File: src/rtl/mc_ctrl.sv
// mc_ctrl: multi-cycle MIPS control FSM.
// Sequences FETCH/DECODE/EXEC/MEM/WB over a shared ALU and a unified
// variable-latency memory, producing every datapath select and enable.
module mc_ctrl #(
  parameter int unsigned MEM_TIMEOUT = 16,
  parameter int unsigned CNT_W       = 32
) (
  input  logic             clk,
  input  logic             reset,
  input  logic [5:0]       op,
  input  logic [5:0]       funct,
  input  logic             zero,
  input  logic             mem_ready,
  output logic             mem_req,
  output logic             iord,
  output logic             mem_read,
  output logic             mem_write,
  output logic             ir_write,
  output logic             pc_write,
  output logic             pc_write_cond,
  output logic [1:0]       pc_src,
  output logic             alu_src_a,
  output logic [1:0]       alu_src_b,
  output logic             ext_op,
  output logic [2:0]       alu_op,
  output logic [1:0]       reg_dst,
  output logic [1:0]       mem_to_reg,
  output logic             reg_write,
  output logic             retire,
  output logic             illegal,
  output logic             mem_err,
  output logic [3:0]       state,
  output logic [CNT_W-1:0] instr_cnt
);

  localparam logic [5:0] OP_RTYPE = 6'b000000;
  localparam logic [5:0] OP_LW    = 6'b100011;
  localparam logic [5:0] OP_SW    = 6'b101011;
  localparam logic [5:0] OP_ORI   = 6'b001101;
  localparam logic [5:0] OP_LUI   = 6'b001111;
  localparam logic [5:0] OP_BEQ   = 6'b000100;
  localparam logic [5:0] OP_J     = 6'b000010;
  localparam logic [5:0] OP_JAL   = 6'b000011;

  localparam logic [5:0] FN_ADDU  = 6'b100001;
  localparam logic [5:0] FN_SUBU  = 6'b100011;
  localparam logic [5:0] FN_JR    = 6'b001000;
  localparam logic [5:0] FN_SLL   = 6'b000000;

  localparam logic [2:0] ALU_ADD  = 3'b000;
  localparam logic [2:0] ALU_SUB  = 3'b001;
  localparam logic [2:0] ALU_OR   = 3'b010;
  localparam logic [2:0] ALU_LUI  = 3'b100;

  localparam int unsigned      WAIT_W   = $clog2(MEM_TIMEOUT + 1);
  localparam logic [WAIT_W-1:0] TMO_LAST = WAIT_W'(MEM_TIMEOUT - 1);

  typedef enum logic [3:0] {
    S_FETCH  = 4'd0,
    S_DECODE = 4'd1,
    S_MEMADR = 4'd2,
    S_MEMRD  = 4'd3,
    S_MEMWB  = 4'd4,
    S_MEMWR  = 4'd5,
    S_EXEC   = 4'd6,
    S_ALUWB  = 4'd7,
    S_BRANCH = 4'd8,
    S_JUMP   = 4'd9,
    S_HALT   = 4'd10
  } state_e;

  typedef struct packed {
    logic       mem_req;
    logic       iord;
    logic       mem_read;
    logic       mem_write;
    logic       ir_write;
    logic       pc_write;
    logic       pc_write_cond;
    logic [1:0] pc_src;
    logic       alu_src_a;
    logic [1:0] alu_src_b;
    logic       ext_op;
    logic [2:0] alu_op;
    logic [1:0] reg_dst;
    logic [1:0] mem_to_reg;
    logic       reg_write;
    logic       retire;
    logic       illegal;
  } ctl_t;

  state_e            state_q, state_d;
  logic [WAIT_W-1:0] wait_q, wait_d;
  logic              err_q, err_d;
  logic [CNT_W-1:0]  cnt_q, cnt_d;
  ctl_t              ctl_c, ctl_o;

  // The zero flag is combined with pc_write_cond inside the datapath.
  logic unused_zero;
  assign unused_zero = zero;

  logic is_rtype, is_lw, is_sw, is_addu, is_subu, is_ori, is_lui;
  logic is_beq, is_j, is_jal, is_jr, is_nop;

  assign is_rtype = (op == OP_RTYPE);
  assign is_lw    = (op == OP_LW);
  assign is_sw    = (op == OP_SW);
  assign is_addu  = is_rtype && (funct == FN_ADDU);
  assign is_subu  = is_rtype && (funct == FN_SUBU);
  assign is_jr    = is_rtype && (funct == FN_JR);
  assign is_nop   = is_rtype && (funct == FN_SLL);
  assign is_ori   = (op == OP_ORI);
  assign is_lui   = (op == OP_LUI);
  assign is_beq   = (op == OP_BEQ);
  assign is_j     = (op == OP_J);
  assign is_jal   = (op == OP_JAL);

  // Next state, Moore control decode, memory wait/timeout and retire count.
  always_comb begin
    ctl_c   = '0;
    state_d = state_q;
    wait_d  = '0;
    err_d   = err_q;

    unique case (state_q)
      S_FETCH: begin
        ctl_c.mem_req   = 1'b1;
        ctl_c.mem_read  = 1'b1;
        ctl_c.alu_src_b = 2'b01;
        ctl_c.alu_op    = ALU_ADD;
        ctl_c.ir_write  = mem_ready;
        ctl_c.pc_write  = mem_ready;
        if (mem_ready) state_d = S_DECODE;
      end
      S_DECODE: begin
        ctl_c.alu_src_b = 2'b11;
        ctl_c.alu_op    = ALU_ADD;
        if (is_lw || is_sw)                         state_d = S_MEMADR;
        else if (is_addu || is_subu || is_ori || is_lui) state_d = S_EXEC;
        else if (is_beq)                            state_d = S_BRANCH;
        else if (is_j || is_jal || is_jr)           state_d = S_JUMP;
        else begin
          state_d = S_FETCH;
          if (is_nop) ctl_c.retire  = 1'b1;
          else        ctl_c.illegal = 1'b1;
        end
      end
      S_MEMADR: begin
        ctl_c.alu_src_a = 1'b1;
        ctl_c.alu_src_b = 2'b10;
        ctl_c.alu_op    = ALU_ADD;
        state_d = is_lw ? S_MEMRD : S_MEMWR;
      end
      S_MEMRD: begin
        ctl_c.mem_req  = 1'b1;
        ctl_c.mem_read = 1'b1;
        ctl_c.iord     = 1'b1;
        if (mem_ready) state_d = S_MEMWB;
      end
      S_MEMWB: begin
        ctl_c.reg_write  = 1'b1;
        ctl_c.mem_to_reg = 2'b01;
        ctl_c.retire     = 1'b1;
        state_d = S_FETCH;
      end
      S_MEMWR: begin
        ctl_c.mem_req   = 1'b1;
        ctl_c.mem_write = 1'b1;
        ctl_c.iord      = 1'b1;
        ctl_c.retire    = mem_ready;
        if (mem_ready) state_d = S_FETCH;
      end
      S_EXEC: begin
        ctl_c.alu_src_a = 1'b1;
        if (is_ori || is_lui) begin
          ctl_c.alu_src_b = 2'b10;
          ctl_c.ext_op    = 1'b1;
          ctl_c.alu_op    = is_lui ? ALU_LUI : ALU_OR;
        end else begin
          ctl_c.alu_op    = is_subu ? ALU_SUB : ALU_ADD;
        end
        state_d = S_ALUWB;
      end
      S_ALUWB: begin
        ctl_c.reg_write = 1'b1;
        ctl_c.reg_dst   = is_rtype ? 2'b01 : 2'b00;
        ctl_c.retire    = 1'b1;
        state_d = S_FETCH;
      end
      S_BRANCH: begin
        ctl_c.alu_src_a     = 1'b1;
        ctl_c.alu_op        = ALU_SUB;
        ctl_c.pc_write_cond = 1'b1;
        ctl_c.pc_src        = 2'b01;
        ctl_c.retire        = 1'b1;
        state_d = S_FETCH;
      end
      S_JUMP: begin
        ctl_c.pc_write = 1'b1;
        ctl_c.retire   = 1'b1;
        ctl_c.pc_src   = is_jr ? 2'b11 : 2'b10;
        if (is_jal) begin
          ctl_c.reg_write  = 1'b1;
          ctl_c.reg_dst    = 2'b10;
          ctl_c.mem_to_reg = 2'b10;
        end
        state_d = S_FETCH;
      end
      S_HALT: state_d = S_HALT;
      default: state_d = S_HALT;
    endcase

    // Every memory state exits only on mem_ready, so clearing on ready or
    // outside a memory state is the same as clearing on entry.
    if (ctl_c.mem_req && !mem_ready) begin
      if (wait_q == TMO_LAST) begin
        state_d = S_HALT;
        err_d   = 1'b1;
      end else begin
        wait_d = wait_q + WAIT_W'(1);
      end
    end

    cnt_d = cnt_q + CNT_W'(ctl_c.retire);
  end

  // State, wait counter, sticky error and retire counter registers.
  always_ff @(posedge clk or negedge reset) begin
    if (!reset) begin
      state_q <= S_FETCH;
      wait_q  <= '0;
      err_q   <= 1'b0;
      cnt_q   <= '0;
    end else begin
      state_q <= state_d;
      wait_q  <= wait_d;
      err_q   <= err_d;
      cnt_q   <= cnt_d;
    end
  end

  // Outputs are forced low combinationally so a reset aborts any write at once.
  assign ctl_o = reset ? ctl_c : '0;

  assign mem_req       = ctl_o.mem_req;
  assign iord          = ctl_o.iord;
  assign mem_read      = ctl_o.mem_read;
  assign mem_write     = ctl_o.mem_write;
  assign ir_write      = ctl_o.ir_write;
  assign pc_write      = ctl_o.pc_write;
  assign pc_write_cond = ctl_o.pc_write_cond;
  assign pc_src        = ctl_o.pc_src;
  assign alu_src_a     = ctl_o.alu_src_a;
  assign alu_src_b     = ctl_o.alu_src_b;
  assign ext_op        = ctl_o.ext_op;
  assign alu_op        = ctl_o.alu_op;
  assign reg_dst       = ctl_o.reg_dst;
  assign mem_to_reg    = ctl_o.mem_to_reg;
  assign reg_write     = ctl_o.reg_write;
  assign retire        = ctl_o.retire;
  assign illegal       = ctl_o.illegal;
  assign state         = reset ? state_q : 4'd0;
  assign mem_err       = err_q;
  assign instr_cnt     = cnt_q;

endmodule

File: config.mk
export PLATFORM = sky130hd
export DESIGN_NAME = mc_ctrl
export DESIGN_NICKNAME = d
export VERILOG_FILES = /design/src/rtl/mc_ctrl.sv
export SDC_FILE = /design/constraint.sdc
export NUM_CORES = 1
export LEC_CHECK = 0
export CAP_MARGIN = 40
export CORE_MARGIN = 3
export CORE_UTILIZATION = 40
export CTS_CLUSTER_SIZE = 30
export DETAILED_ROUTE_END_ITERATION = 8
export PLACE_DENSITY = 0.75
export SYNTH_ARGS = -nofsm -noshare
export SYNTH_HDL_FRONTEND = slang
export SYNTH_SLANG_ARGS = --single-unit
export TNS_END_PERCENT = 30
File: constraint.sdc
create_clock -name clk -period 7.1 [get_ports clk]
set_clock_uncertainty 0.05 [all_clocks]
set_input_delay 1.775 -clock clk [delete_from_list [all_inputs] [get_ports clk]]
set_output_delay 1.775 -clock clk [all_outputs]
set_load 0.1 [all_outputs]
==> flow_metrics.py <==
metrics = {
    "global_route": {
        "grt_usage_pct": 19.5,
        "grt.overflow.total": 0,
        "grt_pass1_vias": 2407,
        "grt_pass1_wl_mm": 11.5,
        "antenna_found_initial": 0,
        "grt_start_max_net_pins": 29,
    },
    "pwr": {
        "switchingPower_uw": 96.2,
        "ir_worst_vdd_mv": 0.0646,
        "pwr-share-seq_pct": 56.2,
        "switching_share_pct": 22.6,
        "p_clk_share_pct": 36.9,
        "cellLeakagePower_nw": 1.77,
        "pwr-share-comb_pct": 6.9,
        "power_density_nw_per_um2": 107,
        "p_int_uw": 329,
    },
    "clocking": {
        "postCtsResizedCells": 0,
        "cts_sinks": 42,
        "hold_buffers": 0,
        "cts-root-buf": "clkbuf_8",
        "postCtsSetupBuffers": 0,
        "cts_tree": "yes",
        "clk_latency_ns": 0.29,
        "numCtsBuffers": 5,
        "clk_path_buf_depth": 2,
        "clk_pin_slew_ns": 0.08,
        "htreeDepth": 2,
    },
    "cells_and_area": {
        "nNetsFinal": 389,
        "fill_cells": 431,
        "final_core_util_pct": 69.3,
        "area_growth_syn_to_layout_pct": 61.9,
        "fin_area_um2": 3980,
        "drive_above_1_share_pct": 22.4,
        "diodes": 0,
    },
    "floorplan": {
        "dieArea_um2": 7130,
        "die_height_um": 84.4,
        "ios": 76,
        "start_util_pct": 42.8,
        "fp.dieW_um": 84.4,
        "rows": 27,
        "core_um2": 5740,
    },
    "timing": {
        "whs_ns": 0.423,
        "tns_ns": 0,
        "worst_pin_slew_ns": 0.699,
        "finalSetupViolCount": 0,
        "post-route-period-util_pct": 82.0,
        "setup_ws_ns": 1.28,
        "final_hold_viol_count": 0,
        "rsz0062_at_grt": "no",
        "max_freq_ghz": 0.172,
        "slew_violations": 0,
        "max_slew_margin_pct": 53.4,
        "period_minus_slack_ns": 5.82,
    },
    "worst_setup_path": {
        "cp-end-kind": "output pin",
        "critical_path_arrival_ns": 3.99,
        "crit_type": "primary input to output pin",
        "ff2ff_setup_slack_ns": 3.70,
        "cp_data_required_time_ns": 5.28,
        "critical-path-max-stage-delay_ns": 0.60,
        "cp-start-kind": "primary input",
        "worst_path_max_delay_cell": "clkdlybuf4s50_1",
        "crit_chain": "clkdlybuf4s50_1 > nor3_1 > nand4_1 > or3_1 > a21boi_1 > buf_4",
        "crit_fanout": 11,
    },
    "placement": {
        "hpwlAfterDp_mm": 5.10,
        "io_buffers": 74,
        "gp_congestion": 0.860,
        "place_ws_ns": 1.31,
        "dpl-instance-area_um2": 3890,
    },
    "synthesis": {
        "ys_ff_latch": 42,
        "syn_nets": 272,
        "postSynthAreaPerCell_um2": 9.72,
        "ys_types": 50,
        "yosysWarnings": 0,
        "synthArstFlopShare_pct": 100,
        "syn_area_um2": 2460,
        "synth_ff_type": "dfrtp_1",
        "syn_inst": 253,
        "synth_edf_count": 0,
        "synth_sequential_area_ratio_pct": 42.7,
    },
    "drt": {
        "drt_wl_total_mm": 6.60,
        "drc": 0,
        "num_vias": 2394,
        "dr.first_iter.drc_count": 90,
        "routedWlPerCell_um": 14.9,
        "dr.pass1.iters": 4,
        "viasPerCell": 5.40,
        "ant_nets": 0,
    },
    "worst_hold_path": {
        "min_path_type": "flip-flop to flip-flop",
    },
    "outcome": {
        "status": "complete, no violations",
    },
    "flow_run": {
        "cap_violations": 0,
    },
}
-- registers in the layout, summed over array words and instances, names as in the netlist --
name       count
wait_q         5
mem_err        1
state_q        4
instr_cnt     32
-- power by group through the flow --
stage	Combinational [mW]	Sequential (mW)	Clock, mW
final	0.0292	0.239	0.157
after global routing	0.0318	0.239	0.175
after CTS	0.0295	0.239	0.164
after detailed placement	0.0293	0.244	0
after global placement	0.0270	0.244	0
after floorplan	0.0106	0.244	0
-- cell type report --
type / count / area (µm²) / area share [%]
Sequential cell: 42 / 1050 / 26.4
Inverter: 5 / 18.8 / 0.471
Clock inverter: 1 / 5.00 / 0.126
Timing Repair Buffer: 119 / 1380 / 34.6
Tap cell: 72 / 90.1 / 2.26
Clock buffer: 7 / 86.3 / 2.17
Multi-Input combinational cell: 197 / 1360 / 34.0
-- Yosys cell counts, types with 2 or more instances --
library cell / instances / area [µm²]
nor4b_1: 2 / 17.5
o21a_1: 2 / 15.0
inv_1: 5 / 18.8
buf_2: 5 / 25.0
a21oi_1: 3 / 15.0
nor4_4: 3 / 63.8
nand2b_1: 4 / 25.0
and2_1: 7 / 43.8
and4_1: 5 / 43.8
nor4_1: 4 / 25.0
nand4b_1: 2 / 17.5
and3b_1: 3 / 26.3
nand2_1: 14 / 52.6
clkbuf_1: 3 / 11.3
nor3b_1: 3 / 22.5
nor2b_1: 4 / 25.0
ha_1: 3 / 37.5
nor2_1: 18 / 67.6
or2_2: 3 / 18.8
xor2_1: 6 / 52.6
nand3_1: 22 / 110
and3_1: 6 / 37.5
xnor2_1: 28 / 245
or3_1: 4 / 25.0
nand4_1: 11 / 68.8
nor3_1: 11 / 55.1
dfrtp_1: 42 / 1050
o21ai_0: 8 / 40.0
-- final timing paths --
kind,end,cells after the start,startpoint
hold / removal,wait_q[0],1,wait_q[0]
setup / recovery,retire,6,op[2]
min in group asynchronous,instr_cnt[9],1,reset
hold reg to reg,wait_q[0],1,wait_q[0]
max in group asynchronous,instr_cnt[11],2,reset
setup reg to reg,instr_cnt[26],10,state_q[1]
-- routing by layer --
| metal | up-vias | GRT usage (%) | wire, µm |
|---|---|---|---|
| met5 | - | 0 | 0 |
| met4 | 0 | 6.19 | 121 |
| met3 | 10 | 3.83 | 303 |
| met2 | 81 | 33.0 | 3310 |
| met1 | 1149 | 25.3 | 2870 |
| li1 | 1154 | - | - |
-- stage by stage --
stage	power [mW]	std cells
floorplan	0.254	253
global placement	0.271	391
detailed placement	0.273	435
CTS	0.432	443
global route	0.446	443
finish	0.425	443
-- kinds of logic after synthesis --
family          after synthesis  share of synthesized area, %
compound gates               27                          7.78
xor+xnor                     34                          12.1
fa+ha+maj                     3                          1.53
buf+inv                      14                          2.39
flops                        42                          42.7
mux                           1                         0.407
simple gates                132                          33.1
-- cell usage in the layout, fill, tap and decap left out, types with 2 or more instances in the layout --
master / Yosys / routed
nand4b_1: 2 / 2
xor2_1: 6 / 6
and2_1: 7 / 7
nand2b_1: 4 / 4
or3_1: 4 / 4
or2_2: 3 / 3
nor3b_1: 3 / 3
clkdlybuf4s50_1: 0 / 57
xnor2_1: 28 / 28
dfrtp_1: 42 / 42
and4_1: 5 / 5
nor2b_1: 4 / 4
o21a_1: 2 / 2
nor4_1: 4 / 4
nor3_1: 11 / 10
nor2_1: 18 / 18
buf_8: 0 / 43
o21ai_0: 8 / 7
and3b_1: 3 / 3
a21oi_1: 3 / 3
nand4_1: 11 / 11
nand2_1: 14 / 14
nor4_4: 3 / 3
inv_1: 5 / 5
clkbuf_8: 0 / 6
and3_1: 6 / 6
buf_4: 0 / 17
nor4b_1: 2 / 2
nand3_1: 22 / 22
ha_1: 3 / 3
-- worst max-delay path: cells and delay by family --
kind | cells | cell delay, ns
AOI/OAI and AO/OA | 1 | 0.16
buffers and inverters | 2 | 0.91
and+or+nand+nor | 3 | 1.15
Note: power is estimated with default switching activity, not from simulation.
